[config.mk]
export PLATFORM = sky130hd
export DESIGN_NAME = reaction_timer_core
export DESIGN_NICKNAME = d
export VERILOG_FILES = /design/src/rtl/reaction_pkg.sv /design/src/rtl/bcd_digit_counter.sv /design/src/rtl/reaction_timer_core.sv
export SDC_FILE = /design/constraint.sdc
export NUM_CORES = 1
export LEC_CHECK = 0
export ABC_AREA = 1
export BUFFER_PORTS_ARGS = -buffer_cell sky130_fd_sc_hd__buf_2
export CAP_MARGIN = 15
export CORE_MARGIN = 1.5
export CORE_UTILIZATION = 52
export DETAILED_ROUTE_END_ITERATION = 12
export GPL_ROUTABILITY_DRIVEN = 0
export PLACE_DENSITY = 0.82
export SLEW_MARGIN = 5
export SYNTH_ARGS = -nofsm -noshare
export SYNTH_HDL_FRONTEND = slang
export SYNTH_SLANG_ARGS = --single-unit
[constraint.sdc]
create_clock -name clk -period 2.2 [get_ports clk]
set_input_delay 0.22 -clock clk [delete_from_list [all_inputs] [get_ports clk]]
set_output_delay 0.22 -clock clk [all_outputs]
set_load 0.02 [all_outputs]
[src/rtl/reaction_pkg.sv]
// Shared definitions for the reaction timer core.
//   - FSM state encoding (IDLE/DELAY/TIMING/DONE/FOUL)
//   - BCD digit width and the terminal digit value
//   - LFSR seed, tap mask and one-step helper
package reaction_pkg;

  localparam logic [2:0] ST_IDLE   = 3'd0;
  localparam logic [2:0] ST_DELAY  = 3'd1;
  localparam logic [2:0] ST_TIMING = 3'd2;
  localparam logic [2:0] ST_DONE   = 3'd3;
  localparam logic [2:0] ST_FOUL   = 3'd4;

  localparam int         BCD_W    = 4;
  localparam logic [3:0] BCD_NINE = 4'd9;

  // 16-bit Fibonacci LFSR, taps 16,14,13,11 -> bits 15,13,12,10
  localparam logic [15:0] LFSR_SEED = 16'hACE1;
  localparam logic [15:0] LFSR_TAPS = 16'hB400;

  function automatic logic [15:0] lfsr_next(input logic [15:0] s);
    return {s[14:0], ^(s & LFSR_TAPS)};
  endfunction

endpackage

[src/rtl/bcd_digit_counter.sv]
// One decade of the BCD result counter.
// Ports:
//   clk, rst   : clock, synchronous active-high reset
//   clr        : synchronous clear to 0 (priority over inc)
//   inc        : carry in, advance digit by one
//   digit      : current decimal digit, always 0..9
//   carry_out  : inc while digit is 9 (digit wraps to 0 this cycle)
module bcd_digit_counter
  import reaction_pkg::*;
(
  input  logic             clk,
  input  logic             rst,
  input  logic             clr,
  input  logic             inc,
  output logic [BCD_W-1:0] digit,
  output logic             carry_out
);

  assign carry_out = inc && (digit == BCD_NINE);

  always_ff @(posedge clk) begin
    if (rst || clr)  digit <= '0;
    else if (inc)    digit <= (digit == BCD_NINE) ? '0 : digit + 1'b1;
  end

endmodule

[src/rtl/reaction_timer_core.sv]
// Reaction-time measurement core: waits a pseudo-random go-delay, then
// counts elapsed milliseconds in packed BCD until the player reacts.
// Optional feature macro: BEST_TIME_EN (keeps the best valid time).
// Ports:
//   clk, rst   : clock, synchronous active-high reset
//   start_btn  : start level (debounced); rising edge starts a trial
//   react_btn  : react level (debounced); rising edge stops / fouls
//   led_go     : high while measuring
//   bcd_out    : result, digit i = [4i+3:4i], digit 0 = ms units
//   foul       : react before go; held until next start
//   overflow   : count saturated at all-9s
//   done       : 1-cycle pulse on entry to DONE or FOUL
//   best_bcd   : best valid time (0 when feature disabled or none yet)
module reaction_timer_core
  import reaction_pkg::*;
#(
  parameter int CLK_HZ       = 50_000_000,
  parameter int TICK_DIV     = CLK_HZ / 1000,
  parameter int DIGITS       = 4,
  parameter int MIN_DELAY_MS = 1000,
  parameter int RAND_BITS    = 10
)(
  input  logic                      clk,
  input  logic                      rst,
  input  logic                      start_btn,
  input  logic                      react_btn,
  output logic                      led_go,
  output logic [BCD_W*DIGITS-1:0]   bcd_out,
  output logic                      foul,
  output logic                      overflow,
  output logic                      done,
  output logic [BCD_W*DIGITS-1:0]   best_bcd
);

  localparam int DIV_W = (TICK_DIV > 1) ? $clog2(TICK_DIV) : 1;
  localparam int DLY_W = $clog2(MIN_DELAY_MS + (1 << RAND_BITS)) + 1;

  logic [2:0]       state, nxt_state;
  logic [DIV_W-1:0] div_cnt;
  logic             tick;
  logic [15:0]      lfsr;
  logic [DLY_W-1:0] dly_cnt;
  logic             start_q, start_qq, react_q, react_qq;
  logic             start_rise, react_rise;
  logic             load_dly, dly_dec, clr_bcd, cnt_en, set_ovf, all9;
  logic [DIGITS:0]  carry;
  logic             unused_msd_carry;

  // Edge detect on registered levels: a press acts on the second clock.
  assign start_rise = start_q & ~start_qq;
  assign react_rise = react_q & ~react_qq;

  always_ff @(posedge clk) begin
    if (rst) begin
      start_q  <= 1'b0;
      start_qq <= 1'b0;
      react_q  <= 1'b0;
      react_qq <= 1'b0;
    end else begin
      start_q  <= start_btn;
      start_qq <= start_q;
      react_q  <= react_btn;
      react_qq <= react_q;
    end
  end

  always_ff @(posedge clk) begin
    if (rst) lfsr <= LFSR_SEED;
    else     lfsr <= lfsr_next(lfsr);
  end

  // Divider restarts on every state change so each state sees full ms.
  assign tick = (div_cnt == DIV_W'(TICK_DIV - 1));

  always_ff @(posedge clk) begin
    if (rst || (nxt_state != state) || tick) div_cnt <= '0;
    else                                     div_cnt <= div_cnt + 1'b1;
  end

  always_comb begin
    all9 = 1'b1;
    for (int i = 0; i < DIGITS; i++)
      if (bcd_out[BCD_W*i +: BCD_W] != BCD_NINE) all9 = 1'b0;
  end

  always_comb begin
    nxt_state = state;
    load_dly  = 1'b0;
    dly_dec   = 1'b0;
    clr_bcd   = 1'b0;
    cnt_en    = 1'b0;
    set_ovf   = 1'b0;
    case (state)
      ST_IDLE, ST_DONE, ST_FOUL: begin
        // start beats a simultaneous react here
        if (start_rise) begin
          nxt_state = ST_DELAY;
          load_dly  = 1'b1;
          clr_bcd   = 1'b1;
        end
      end
      ST_DELAY: begin
        // react beats the expiring delay
        if (react_rise) begin
          nxt_state = ST_FOUL;
          clr_bcd   = 1'b1;
        end else if (tick) begin
          if (dly_cnt <= DLY_W'(1)) nxt_state = ST_TIMING;
          else                      dly_dec   = 1'b1;
        end
      end
      ST_TIMING: begin
        // react beats a same-cycle tick: that tick is not counted
        if (react_rise) begin
          nxt_state = ST_DONE;
        end else if (tick) begin
          if (all9) begin
            nxt_state = ST_DONE;
            set_ovf   = 1'b1;
          end else begin
            cnt_en = 1'b1;
          end
        end
      end
      default: nxt_state = ST_IDLE;
    endcase
  end

  always_ff @(posedge clk) begin
    if (rst) begin
      state    <= ST_IDLE;
      dly_cnt  <= '0;
      foul     <= 1'b0;
      overflow <= 1'b0;
      done     <= 1'b0;
    end else begin
      state <= nxt_state;
      done  <= (nxt_state != state) &&
               ((nxt_state == ST_DONE) || (nxt_state == ST_FOUL));
      if (load_dly)
        dly_cnt <= DLY_W'(MIN_DELAY_MS) + DLY_W'(lfsr[RAND_BITS-1:0]);
      else if (dly_dec)
        dly_cnt <= dly_cnt - 1'b1;
      if (load_dly)                                     foul <= 1'b0;
      else if (state == ST_DELAY && nxt_state == ST_FOUL) foul <= 1'b1;
      if (load_dly)     overflow <= 1'b0;
      else if (set_ovf) overflow <= 1'b1;
    end
  end

  assign led_go = (state == ST_TIMING);

  // Decade chain; carries ripple within the same cycle.
  assign carry[0] = cnt_en;

  for (genvar g = 0; g < DIGITS; g++) begin : g_dig
    bcd_digit_counter u_dig (
      .clk       (clk),
      .rst       (rst),
      .clr       (clr_bcd),
      .inc       (carry[g]),
      .digit     (bcd_out[BCD_W*g +: BCD_W]),
      .carry_out (carry[g+1])
    );
  end

  // Saturation is caught by all9 before counting, so the top carry never fires.
  assign unused_msd_carry = carry[DIGITS];

`ifdef BEST_TIME_EN
  logic                    best_valid;
  logic [BCD_W*DIGITS-1:0] best_reg;

  // Packed BCD with legal digits orders the same as unsigned binary.
  always_ff @(posedge clk) begin
    if (rst) begin
      best_valid <= 1'b0;
      best_reg   <= '0;
    end else if (state == ST_TIMING && react_rise &&
                 (!best_valid || bcd_out < best_reg)) begin
      best_valid <= 1'b1;
      best_reg   <= bcd_out;
    end
  end

  assign best_bcd = best_reg;
`else
  assign best_bcd = '0;
`endif

endmodule
---- After elaboration in Yosys (flattened, before gate mapping) ----
Cells that the tools add are included.
storage, ports and cells
  bits in registers ....................... 70
  output and inout bits ................... 36
  word-level logic and storage cells ...... 91
  input port bits ......................... 4
cells by class
  $lt $le $gt $ge ......................... 1
  multiplexer cells ....................... 34
  bitwise logic cells ..................... 4
  reduce and logical (&&, ||, !) cells .... 14
  $add $sub $neg .......................... 7
  eq/ne operators ......................... 16
operators by type and width
  kind                                                                     count
  12-bit 2-to-1 mux                                                        2
  3-bit 2-to-1 mux                                                         7
  1-bit 2-to-1 mux                                                         19
  16-bit by 1-bit adder with 16-bit output (second input constant)         1
  4-bit by 1-bit adder with 4-bit output (second input constant)           4
  16-bit equality test (second input constant)                             1
  4-bit equality test (second input constant)                              4
  4-bit 2-to-1 mux                                                         4
  4-bit != test (second input constant)                                    4
  16-bit XOR reduction                                                     1
  12-bit by 1-bit <= comparator with 1-bit output (second input constant)  1
  12-bit by 1-bit subtractor with 12-bit output (second input constant)    1
  10-bit by 10-bit adder with 11-bit output (first input constant)         1
  3-bit by 2-bit equality test with 1-bit output (second input constant)   3
  3-bit one-hot mux with 3 select lines                                    1
  3-bit equality test (second input constant)                              2
  1-bit logical AND                                                        5
  1-bit logical OR                                                         4
  3-bit by 1-bit equality test with 1-bit output (second input constant)   1
  3-bit zero test                                                          1
  3-bit != test                                                            1
  3-bit OR reduction                                                       1
  1-bit AND                                                                2
  1-bit NOT                                                                2
  3 further kinds                                                          3

---- Depth between registers and ports, before layout ----
Gate-level depths: netlist of the first run.
  word-level depth ........................ 12
  depth in mapped cells ................... 13
  depth with buffers taken out ............ 13

---- Modules after synthesis ----
Synthesis of the first run repeated with hierarchy kept, for this count alone.
unflattened totals
  cells, all modules ...................... 508
  area, all modules ....................... 3654.8 um^2
modules (own cells, without submodules)
  module               area an instance (um^2)  sequential area each (um^2)  times used  cells each
  reaction_timer_core  2874.0                   1081.0                       1           392
  bcd_digit_counter    195.2                    80.1                         4           29

---- Worst setup path before layout of the first run ----
Ideal clock, no wire load.
  kind .................................... reg2reg
  from .................................... register g_dig[1].u_dig.digit[3]
  to ...................................... register div_cnt[5]
  stages on the path, launching flop included .. 13
  setup slack ............................. 432 ps
  setup time .............................. 116 ps
  clock period less this slack ............ 1768 ps
  arrival ................................. 1652 ps
  path buffers ............................ 1
  path through ............................ dfxtp_1 -> nand2_1 -> nor2_2 -> nand2_4 -> nor2_4 -> nand2_2 -> nand2_1 -> nand2_1 -> nand3_2 -> nand2_2 -> nand4_4 -> buf_6 -> nor2_2
between the ends
  word-level cells in the longest chain between the ends .. 11
ends and longest elaborated chain
  element                                RTL line                    RTL
  from (decl)                            bcd_digit_counter.sv:15     output logic [BCD_W-1:0] digit,
  from (signal assigned)                 bcd_digit_counter.sv:23     else if (inc) digit <= (digit == BCD_NINE) ? '0 : digit + 1'b1;
  4-bit != test                          reaction_timer_core.sv:83   if (bcd_out[BCD_W*i +: BCD_W] != BCD_NINE) all9 = 1'b0;
  1-bit 2-to-1 mux (3 in series)         reaction_timer_core.sv:83
  3-bit 2-to-1 mux                       reaction_timer_core.sv:117  if (all9) begin
  3-bit 2-to-1 mux                       reaction_timer_core.sv:116  end else if (tick) begin
  3-bit 2-to-1 mux                       reaction_timer_core.sv:114  if (react_rise) begin
  3-bit one-hot mux with 3 select lines  reaction_timer_core.sv:93   case (state)
  3-bit != test                          reaction_timer_core.sv:76   if (rst || (nxt_state != state) || tick) div_cnt <= '0;
  1-bit logical OR (2 in series)         reaction_timer_core.sv:76
  to (signal assigned)                   reaction_timer_core.sv:77   else div_cnt <= div_cnt + 1'b1;
  to (decl)                              reaction_timer_core.sv:39   logic [DIV_W-1:0] div_cnt;
No other way between the ends.
A chain may end at the register's enable or synchronous reset.

---- Worst setup path after layout of the first run ----
  from .................................... register div_cnt[0]
  to ...................................... register div_cnt[14]
between the ends
  word-level cells in the longest chain between the ends .. 7
  elaborated cells on any way between the ends .. 10
  classes of those cells .................. 1 x add/sub; 2 x eq/ne; 5 x mux; 2 x reduce/logical
ends and longest elaborated chain
  element                                RTL line                                                RTL
  16-bit equality test                   reaction_timer_core.sv:73                               assign tick = (div_cnt == DIV_W'(TICK_DIV - 1));
  3-bit 2-to-1 mux (on tied branches)    reaction_timer_core.sv:116, reaction_timer_core.sv:107
  3-bit 2-to-1 mux (on tied branches)    reaction_timer_core.sv:114, reaction_timer_core.sv:104
  3-bit one-hot mux with 3 select lines  reaction_timer_core.sv:93
  3-bit != test                          reaction_timer_core.sv:76
  1-bit logical OR (2 in series)         reaction_timer_core.sv:76
Parallel ways exist; a longest one is shown, timed or not.

==> results of run 1 <==
## cell usage after synthesis
library cell	instances	area [um^2]
nand4_1	7	43.79
nand3b_2	1	11.26
buf_2	2	10.01
o211ai_1	4	30.03
buf_6	2	22.52
nor4_1	2	12.51
nand3b_1	1	7.510
nor3b_2	1	12.51
nor2_1	60	225.2
conb_1	1	3.750
nor3_2	3	30.03
buf_4	17	127.6
clkinv_1	2	7.510
nand3_1	23	115.1
o21a_1	2	15.01
nand2_4	1	11.26
a31oi_1	3	18.77
xnor2_1	4	35.03
a21oi_2	1	8.760
nor2_4	3	33.78
or2_2	6	37.54
inv_1	62	232.7
o21bai_1	1	7.510
a21oi_1	23	115.1
o21ai_0	20	100.1
inv_2	7	26.28
nand4_4	1	21.27
nand2_1	80	300.3
o21ai_1	2	10.01
nand3_2	1	10.01
nor3_1	16	80.08
nor3_4	2	32.53
xor2_1	21	183.9
nand2_2	5	31.28
nor2_2	16	100.1
clkbuf_1	3	11.26
dfxtp_1	70	1401
o21ai_2	1	8.760
ha_1	4	50.05
## state kept, by name, indices dropped and copies added, names as in the netlist
| signal | cells |
|---|---|
| start_q | 1 |
| react_qq | 1 |
| div_cnt | 16 |
| foul | 1 |
| react_q | 1 |
| state | 3 |
| start_qq | 1 |
| dly_cnt | 12 |
| g_dig.u_dig.digit | 16 |
| overflow | 1 |
| done | 1 |
| lfsr | 16 |
## worst max path at each step
| stage | cells after the start | startpoint | endpoint |
|---|---|---|---|
| floorplan | 12 | g_dig[1].u_dig.digit[3] | div_cnt[5] |
| global placement | 11 | div_cnt[0] | div_cnt[0] |
| detailed placement | 11 | div_cnt[0] | div_cnt[3] |
| CTS | 11 | div_cnt[0] | div_cnt[4] |
| global route | 11 | div_cnt[0] | div_cnt[14] |
| finish | 11 | div_cnt[0] | div_cnt[14] |
## repair_timing
| action | 4_1_cts | 5_1_grt |
|---|---|---|
| endpoints found under the setup margin | 0 | 15 |
| gates resized for setup | 0 | 1 |
| buffers inserted | 0 | 4 |
## layer usage
metal  vias up  part of all wire
met5         -                 0
met4         0             0.019
met3        14             0.041
met2        74              0.48
met1      1367              0.46
li1       1551                 -
## stage by stage
stage	total power [mW]	instances	area, um^2	hold slack [ns]	util
finish	2.876	595	3914	0.07549	0.6060
global route	3.014	595	3914	0.07526	0.6060
CTS	2.887	591	3880	0.06004	0.6007
detailed placement	1.783	575	3661	0.3987	0.5668
global placement	1.770	575	3661	0.3921	0.5668
floorplan	1.733	496	3598	0.3270	-
## area by class of cell
cell class,count,area share
Timing Repair Buffer,30,0.04380
Clock buffer,12,0.04220
Sequential cell,70,0.3581
Clock inverter,4,0.01375
Inverter,71,0.06809
Multi-Input combinational cell,331,0.4495
Tap cell,77,0.02462
## power by group through the flow
| stage | logic, mW | clock network, mW | registers [mW] |
|---|---|---|---|
| final | 0.406 | 1.10 | 1.37 |
| after global routing | 0.451 | 1.18 | 1.38 |
| after CTS | 0.387 | 1.13 | 1.37 |
| after detailed placement | 0.385 | 0 | 1.40 |
| after global placement | 0.374 | 0 | 1.40 |
| after floorplan | 0.344 | 0 | 1.39 |
## cells by family (layout without fill, tap and decap cells)
kind of cell	after synthesis	in the layout	synth area share
buffers and inverters	95	117	0.1236
adder cells (fa/ha/maj)	4	4	0.01413
AO/OA/AOI/OAI	57	57	0.08866
AND/OR/NAND/NOR	229	229	0.3151
flip-flops	70	70	0.3956
other	1	16	0.001059
XOR/XNOR	25	25	0.06182
## critical path: stages, from the launching register on
cell and delay, ns:
dfxtp_1 0.36, ha_1 0.23, nand2_1 0.08, nor2_1 0.10
nand3_1 0.13, nor2_4 0.20, nand2_1 0.08, nand2_1 0.12
nand4_1 0.21, nand4_4 0.17, buf_6 0.18, nor2_1 0.06
==> implementation parameters, run 1 <==
Parameter                              Value

Die
  Die Width ... 85.54 um
  Number of placement rows ... 29
  Full die area ... between 7000 and 8000 um^2
  Core Footprint ... around 6500 um^2
  Initial Util ... 0.5484
  Die boundary height ... between 80 and 90 um
  Total I/O pin count ... 40

Timing
  Layout Skew ... ~0.0085 ns
  Top achievable clock speed ... 495.1 MHz
  Slew at the pin with the worst max-slew slack ... 0.5029 ns
  Count of endpoints failing hold in the final timing report ... 0
  Minimum clock period after layout ... 2.020 ns
  Final max-slew violation count ... 0
  Number of setup violations in the final report ... 0
  Crit share post-route ... 0.9181
  Accumulated negative setup slack ... 0 ns
  Relative slew slack ... 0.6617
  Setup slack of the critical path after layout ... between 0.15 and 0.2 ns

Critical path
  Critical Path AT ... 2.27 ns
  Critical R2R Capture ... div_cnt[14]
  Critical setup path kind ... reg -> reg
  Critical path data required time ... ~2.5 ns
  RR Startpoint ... div_cnt[0]
  Endpoint type of the worst setup path ... flop
  Largest fanout on the critical path ... 11
  Register-to-Register Path Depth ... 11
  Worst reg2reg setup slack ... 0.18 ns
  Element type at the critical path start ... flop

Global route
  First-pass GRT wire length ... about 12 mm
  GRT Resource Usage Total ... 0.2071
  Met1 capacity usage during global routing ... 0.2650
  Global routing met2 resource utilization ... 0.3350
  Global routing usage on met3 ... 0.05197
  GR peak layer ... met2
  Total overflow reported by the global router ... 0
  Initial antenna violation count ... 0
  Vias in the first global route ... between 2000 and 3000
  Maximum number of pins on one net before global-route repair ... 27

Layout
  Layout cell share with drive strength beyond 1 ... 0.1834
  Commonest non-fill, non-tap cell in the layout ... nand2_1
  Area growth from synthesis to layout ... 10.49%
  Fill cell instance count of the final layout ... 570
  Footprint of the multi-input gates ... ~1800 um^2
  Seq. cell area ... approximately 1400 um^2
  Antenna Cells ... 0
  Leading cell types in the layout, fill and taps excluded ... 80 x nand2_1, 70 x dfxtp_1, 62 x inv_1
  Number of nets in the final layout ... 521

Routing
  First drt pass iteration count ... 6
  Wire per inst ... ~12 um
  DRC viols ... 0
  Detailed-route via count ... roughly 3000
  Post-detailed-route count of antenna-violating nets ... 0
  Iteration-0 DRC count of the detailed router ... 170
  Overall routed net length ... around 7.1 mm
  Average via count per standard cell ... around 5

Clock network
  Quantity of hold-fixing buffers added after cts ... 0
  Clock slew seen by the registers of the worst setup and hold paths ... about 0.080 ns
  Number of H-tree levels ... 3
  Source-to-sink clock delay at the later pin of the worst-skew pair ... about 0.35 ns
  Num Clock Sinks ... 70
  Deepest clock path buffer count ... 2
  CTS Root Buffer Type ... clkbuf_8
  CTS tree ... yes
  CTS buffer count ... 9

Pwr
  Max VDD drop ... a little under 400 uV
  Logic pwr share ... 0.141
  Sequential group share of total power ... 0.477
  P_sw ... a little under 0.8 mW
  Clock share of power ... 0.382
  PwrDens ... around 730 nW/um^2
  Static Leak ... 1.698 nW
  Fraction of power spent switching nets ... 0.2751
  P_int ... approximately 2.1 mW

Synthesis
  Sequential share of the synthesized area ... 0.3956
  Number of warnings reported in the yosys synthesis log ... 0
  Syn_area_per_cell ... 7.364 um^2
  Number of synthesized register bits ... 70
  Number of library cell types mapped by synthesis ... 39
  Synthesized instance count ... a little under 500
  Post-synthesis instance area ... ~3500 um^2

Min path
  Worst Hold Path EP ... react_q
  Number of stages on the worst hold path ... 3
  Worst Hold Launch ... react_btn
  Min-Delay Path Class ... in -> reg

Place
  Port-buffer cells ... 23
  Placement Setup Slack ... about 0.24 ns
  HPWL after detailed placement ... 5.136 mm

Run
  Number of maximum-capacitance violations ... 0

Run status
  Run status ... finished, final reports clean
No activity file was read; power rests on OpenSTA's default activity.
==> run 2: changes to the inputs <==
- GPL_TIMING_DRIVEN: unset -> 0
==> implementation parameters, run 2 (synthesis gave the netlist of run 1 again) <==
Parameter                              Value

Run status
  Run status ... finished, final reports clean

Layout
  Fill cell instance count of the final layout ... 576 (+1.1%)
  Footprint of the multi-input gates ... 1764 um^2 (+0.28%)
  Area growth from synthesis to layout ... 13.39%
  Layout cell share with drive strength beyond 1 ... 0.2041 (+0.02072)
  Seq. cell area ... 1401 um^2 (unchanged)
  Top flop regs ... div_cnt (16), g_dig.u_dig.digit (16), lfsr (16)
  Leading cell types in the layout, fill and taps excluded ... 80 x nand2_1, 70 x dfxtp_1, 62 x inv_1
  Post-Route Utilization ... 0.6219 (+0.01588)
  Number of nets in the final layout ... 537 (+3.1%)
  Commonest non-fill, non-tap cell in the layout ... nand2_1
  Antenna Cells ... 0 (unchanged)

Clock network
  Clock slew seen by the registers of the worst setup and hold paths ... 0.08 ns (about the same)
  CTS tree ... yes
  Deepest clock path buffer count ... 2 (unchanged)
  Number of H-tree levels ... 3 (unchanged)
  CTS buffer count ... 9 (unchanged)
  Quantity of hold-fixing buffers added after cts ... 0 (unchanged)
  Num Clock Sinks ... 70 (unchanged)
  Source-to-sink clock delay at the later pin of the worst-skew pair ... 0.35 ns (about the same)
  CTS Root Buffer Type ... clkbuf_8

Pwr
  Total Power Consumption ... 2.860 mW (-0.57%)
  P_sw ... 0.8431 mW (+6.5%)
  P_int ... 2.017 mW (-3.3%)
  Max VDD drop ... 779.7 uV (+100%)
  PwrDens ... 712.0 nW/um^2 (-3.1%)
  Static Leak ... 1.769 nW (+4.2%)
  Sequential group share of total power ... 0.479 (+0.002)
  Logic pwr share ... 0.145 (+0.004)
  Clock share of power ... 0.376 (-0.006)
  Fraction of power spent switching nets ... 0.2948 (+0.01969)

Routing
  Overall routed net length ... 6.851 mm (-3.3%)
  DRC viols ... 0 (unchanged)
  First drt pass iteration count ... 6 (unchanged)
  Wire per inst ... 11.21 um (-5.8%)
  Detailed-route via count ... 3020 (+0.47%)
  Iteration-0 DRC count of the detailed router ... 172 (+1.2%)
  Average via count per standard cell ... 4.943 (-2.2%)
  Post-detailed-route count of antenna-violating nets ... 0 (unchanged)

Timing
  Minimum clock period after layout ... 1.966 ns (-0.05400 ns)
  Crit share post-route ... 0.8936 (-0.02455)
  Setup slack of the critical path after layout ... 0.2341 ns (+0.05400 ns)
  Accumulated negative setup slack ... 0 ns (unchanged)
  Final max-slew violation count ... 0 (unchanged)
  Final hold slack ... 0.07241 ns (-0.003081 ns)
  RSZ-0062 raised after global routing ... false
  Slew at the pin with the worst max-slew slack ... 0.4955 ns (-0.007319 ns)
  Relative slew slack ... 0.6666 (+0.004924)
  Layout Skew ... 0.006682 ns (-0.001775 ns)
  Count of endpoints failing hold in the final timing report ... 0 (unchanged)
  Number of setup violations in the final report ... 0 (unchanged)
  Top achievable clock speed ... 508.7 MHz (+2.7%)

Place
  Placement Setup Slack ... 0.2491 ns (+0.009999 ns)
  Port-buffer cells ... 22 (-4.3%)
  HPWL after detailed placement ... 4.987 mm (-2.9%)

Critical path
  Worst setup path endpoint ... div_cnt[15]
  CP Depth ... 12 (+1)
  RR Startpoint ... dly_cnt[1]
  Worst setup path startpoint ... dly_cnt[1]
  Critical path data required time ... 2.45 ns (about the same)
  Endpoint type of the worst setup path ... flop
  Kind of cell adding the most delay to the critical path ... simple AND/OR/NAND/NOR gates
  Largest fanout on the critical path ... 10 (-1)
  Register-to-Register Path Depth ... 12 (+1)
  Slowest-stage cell, CP ... dfxtp_1
  Critical R2R Capture ... div_cnt[15]
  Cell-by-cell trace of the critical path ... inv_1, ha_1, inv_1, nand2_1, nand3_1, nor3_2, nand2_1, nand2_1, nand4_1, nand4_4, buf_6, nor2_2
  Most common cell type on the critical path ... nand2_1
  Critical Path AT ... 2.21 ns (-0.06 ns)
  Critical setup path kind ... reg -> reg
  Worst reg2reg setup slack ... 0.23 ns (+0.05 ns)
  Biggest cell delay along the critical path ... 0.33 ns (-0.03 ns)
  Element type at the critical path start ... flop
  Buffer and inverter count on the worst path ... 3 (+2)

Min path
  Min-Delay Path Class ... in -> reg

Global route
  Maximum number of pins on one net before global-route repair ... 15 (-44%)
  Vias in the first global route ... 2834 (+2.0%)
  Total overflow reported by the global router ... 0 (unchanged)
  First-pass GRT wire length ... 11.76 mm (-2.5%)
  Initial antenna violation count ... 0 (unchanged)
  GRT Resource Usage Total ... 0.1987 (-0.008431)

Die
  Full die area ... 7316 um^2 (unchanged)
  Die boundary height ... 85.54 um (unchanged)
  Number of placement rows ... 29 (unchanged)
  Die Width ... 85.54 um (unchanged)
  Core Footprint ... 6459 um^2 (unchanged)
  Initial Util ... 0.5484 (unchanged)
  Total I/O pin count ... 40 (unchanged)

Run
  Number of maximum-capacitance violations ... 0 (unchanged)
==> run 2: stage by stage <==
stage / instance area (um^2) / instances
after floorplan: 3598 / 496
after global placement: 3805 / 595
after detailed placement: 3805 / 595
after CTS: 4011 / 611
after global routing: 4016 / 611
final: 4016 / 611
==> run 2: routing by layer <==
metal	track usage	share of wire
met1	0.2399	0.46
met2	0.3379	0.48
met3	0.05486	0.051
met4	0.07478	0.011
met5	0	0
==> run 2: power groups by stage <==
stage / clock network [mW] / logic (mW) / registers [mW]
2_1_floorplan: 0 / 0.344 / 1.39
4_1_cts: 1.11 / 0.414 / 1.37
5_1_grt: 1.16 / 0.469 / 1.38
3_5_place_dp: 0 / 0.411 / 1.40
6_report: 1.08 / 0.415 / 1.37
3_3_place_gp: 0 / 0.404 / 1.40
==> run 2: worst min-delay path by stage <==
| stage | startpoint | to | slack, ns | depth (start not counted) |
|---|---|---|---|---|
| final | start_btn | start_q | 0.07 | 3 |
| after global routing | react_btn | react_q | 0.07 | 3 |
| after CTS | react_btn | react_q | 0.06 | 3 |
| after detailed placement | lfsr[14] | lfsr[15] | 0.40 | 1 |
| after global placement | lfsr[14] | lfsr[15] | 0.40 | 1 |
| after floorplan | react_btn | react_q | 0.33 | 2 |
==> run 2: worst min-delay path: stages <==
cell	delay [ns]
buf_2	0.10
inv_1	0.04
nor2_1	0.03
==> run 2: area by class of cell <==
class                           instances  area share
Clock inverter                          7     0.02056
Multi-Input combinational cell        331      0.4393
Inverter                               71     0.06636
Clock buffer                            9     0.03084
Timing Repair Buffer                   22     0.02741
Buffer                                 24     0.04268
Sequential cell                        70      0.3489
Tap cell                               77     0.02399
==> run 2: timing repair <==
item	CTS	global route
setup endpoints to repair	0	1
gates resized for setup	0	1
setup buffers	0	0
==> run 3: changes to the inputs <==
- PLACE_DENSITY: 0.82 -> 0.72
==> implementation parameters, run 3 (synthesis gave the netlist of run 1 again) <==
Parameter                              Value

Global route
  First-pass GRT wire length ... 11.86 mm (+0.82%)
  GRT Resource Usage Total ... 0.1995 (+0.0008138)
  Maximum number of pins on one net before global-route repair ... 17 (+2)
  Initial antenna violation count ... 0 (unchanged)
  Vias in the first global route ... 2759 (-2.6%)
  Total overflow reported by the global router ... 0 (unchanged)

Timing
  Final max-slew violation count ... 0 (unchanged)
  Top achievable clock speed ... 504.2 MHz (-0.87%)
  Layout Skew ... 0.01096 ns (+0.004282 ns)
  Accumulated negative setup slack ... 0 ns (unchanged)
  Number of setup violations in the final report ... 0 (unchanged)
  Minimum clock period after layout ... 1.983 ns (+0.01726 ns)
  Crit share post-route ... 0.9014 (+0.007845)
  RSZ-0062 raised after global routing ... false
  Count of endpoints failing hold in the final timing report ... 0 (unchanged)

Die
  Die boundary height ... 85.54 um (unchanged)
  Total I/O pin count ... 40 (unchanged)
  Number of placement rows ... 29 (unchanged)
  Initial Util ... 0.5484 (unchanged)
  Die Width ... 85.54 um (unchanged)
  Core Footprint ... 6459 um^2 (unchanged)
  Full die area ... 7316 um^2 (unchanged)

Critical path
  Largest fanout on the critical path ... 10 (unchanged)
  Kind of cell adding the most delay to the critical path ... simple AND/OR/NAND/NOR gates
  Worst reg2reg setup slack ... 0.22 ns (-0.02 ns)
  Critical path data required time ... 2.48 ns (+0.03 ns)
  Cell-by-cell trace of the critical path ... inv_1, ha_1, inv_1, nand2_1, nand3_1, nor3_2, nand3b_2, nand2_2, buf_4, o211ai_1, a21oi_1
  Critical R2R Capture ... dly_cnt[5]
  Register-to-Register Path Depth ... 11 (-1)
  Worst setup path endpoint ... dly_cnt[5]
  Slowest-stage cell, CP ... dfxtp_1
  Biggest cell delay along the critical path ... 0.40 ns (+0.07 ns)
  RR Startpoint ... dly_cnt[0]
  Endpoint type of the worst setup path ... flop
  CP Depth ... 11 (-1)
  Critical setup path kind ... reg -> reg
  Element type at the critical path start ... flop
  Most common cell type on the critical path ... inv_1
  Worst setup path startpoint ... dly_cnt[0]
  Buffer and inverter count on the worst path ... 3 (unchanged)
  Critical Path AT ... 2.26 ns (+0.05 ns)

Pwr
  Clock share of power ... 0.362 (-0.014)
  Max VDD drop ... 383.4 uV (-51%)
  Fraction of power spent switching nets ... 0.3116 (+0.01672)
  P_sw ... 0.8719 mW (+3.4%)
  PwrDens ... 698.4 nW/um^2 (-1.9%)
  Logic pwr share ... 0.149 (+0.004)
  Sequential group share of total power ... 0.489 (+0.010)
  P_int ... 1.927 mW (-4.5%)
  Static Leak ... 1.773 nW (+0.20%)

Place
  Cells after DPL ... 595 (unchanged)
  Port-buffer cells ... 22 (unchanged)
  HPWL after detailed placement ... 5.022 mm (+0.70%)
  Total placed instance area ... 3805 um^2 (unchanged)

Routing
  Iteration-0 DRC count of the detailed router ... 148 (-14%)
  Post-detailed-route count of antenna-violating nets ... 0 (unchanged)
  Average via count per standard cell ... 4.858 (-1.7%)
  Overall routed net length ... 6.755 mm (-1.4%)
  Wire per inst ... 11.06 um (-1.4%)
  Detailed-route via count ... 2968 (-1.7%)
  DRC viols ... 3 (+3)
  First drt pass iteration count ... 9 (+3)

Layout
  Number of nets in the final layout ... 537 (unchanged)
  Post-route standard cell area excluding fillers ... 4008 um^2 (-0.22%)
  Commonest non-fill, non-tap cell in the layout ... nand2_1
  Leading cell types in the layout, fill and taps excluded ... 80 x nand2_1, 70 x dfxtp_1, 62 x inv_1
  Count of non-filler cells in the finished layout ... 611 (unchanged)
  Antenna Cells ... 0 (unchanged)
  Area growth from synthesis to layout ... 13.14%
  Layout cell share with drive strength beyond 1 ... 0.2041 (unchanged)
  Top flop regs ... div_cnt (16), g_dig.u_dig.digit (16), lfsr (16)

Clock network
  Source-to-sink clock delay at the later pin of the worst-skew pair ... 0.35 ns (about the same)
  Quantity of hold-fixing buffers added after cts ... 0 (unchanged)
  CTS tree ... yes
  Deepest clock path buffer count ... 2 (unchanged)
  Num Clock Sinks ... 70 (unchanged)
  Number of H-tree levels ... 3 (unchanged)
  Post-CTS Setup Repair Bufs ... 0 (unchanged)
  CTS buffer count ... 9 (unchanged)
  CTS Root Buffer Type ... clkbuf_8
  Clock slew seen by the registers of the worst setup and hold paths ... 0.09 ns (about the same)

Run status
  Violated checks ... design-rule violations
  Run status ... complete, but fails checks

Run
  Number of maximum-capacitance violations ... 0 (unchanged)

Min path
  Min-Delay Path Class ... in -> reg
-- run 3: power by group through the flow --
stage	registers [mW]	clock network, mW	logic [mW]
after floorplan	1.39	0	0.344
after global placement	1.40	0	0.406
after detailed placement	1.40	0	0.414
after CTS	1.37	1.04	0.417
after global routing	1.38	1.10	0.471
final	1.37	1.01	0.418
-- run 3: area by class of cell --
cell class              count  area, um^2
multi-input cells         331        1764
inverters                  71       266.5
well taps                  77       96.34
flip-flops and latches     70        1401
clock buffers               9       123.9
fillers                   604        2451
clock inverters             7       73.82
repair buffers             22       110.1
plain buffers              24       171.4
-- run 3: worst min-delay path by stage --
stage,startpoint,endpoint,slack [ns],cells after the start
2_1_floorplan,react_btn,react_q,0.33,2
3_3_place_gp,lfsr[11],lfsr[12],0.40,2
3_5_place_dp,lfsr[14],lfsr[15],0.40,1
4_1_cts,react_btn,react_q,0.05,3
5_1_grt,start_btn,start_q,0.06,3
6_report,start_btn,start_q,0.07,3
-- run 3: tightest hold or removal path: stages --
cell	delay [ns]
buf_2	0.07
inv_1	0.03
nor2_1	0.06
-- run 3: per-layer routing --
metal  routed length [um]  up-vias  track usage
met5                    0        -            0
met2                 3106       63       0.3207
met4                   31        0      0.05718
li1                     -     1590            -
met3                  336        4      0.05871
met1                 3281     1311       0.2618
-- run 3: stage by stage --
step | setup slack [ns] | utilization | power (mW) | hold slack, ns
2_1_floorplan | 0.4318 | - | 1.733 | 0.3270
3_3_place_gp | 0.2470 | 0.5891 | 1.802 | 0.3965
3_5_place_dp | 0.2108 | 0.5891 | 1.812 | 0.4012
4_1_cts | 0.1866 | 0.6197 | 2.830 | 0.05029
5_1_grt | 0.02617 | 0.6205 | 2.942 | 0.06333
6_report | 0.2169 | 0.6205 | 2.799 | 0.06705
-- run 3: what timing repair did --
action,4_1_cts,5_1_grt
gates resized for setup,0,1
endpoints found under the setup margin,0,3
endpoints found under the hold margin,0,0
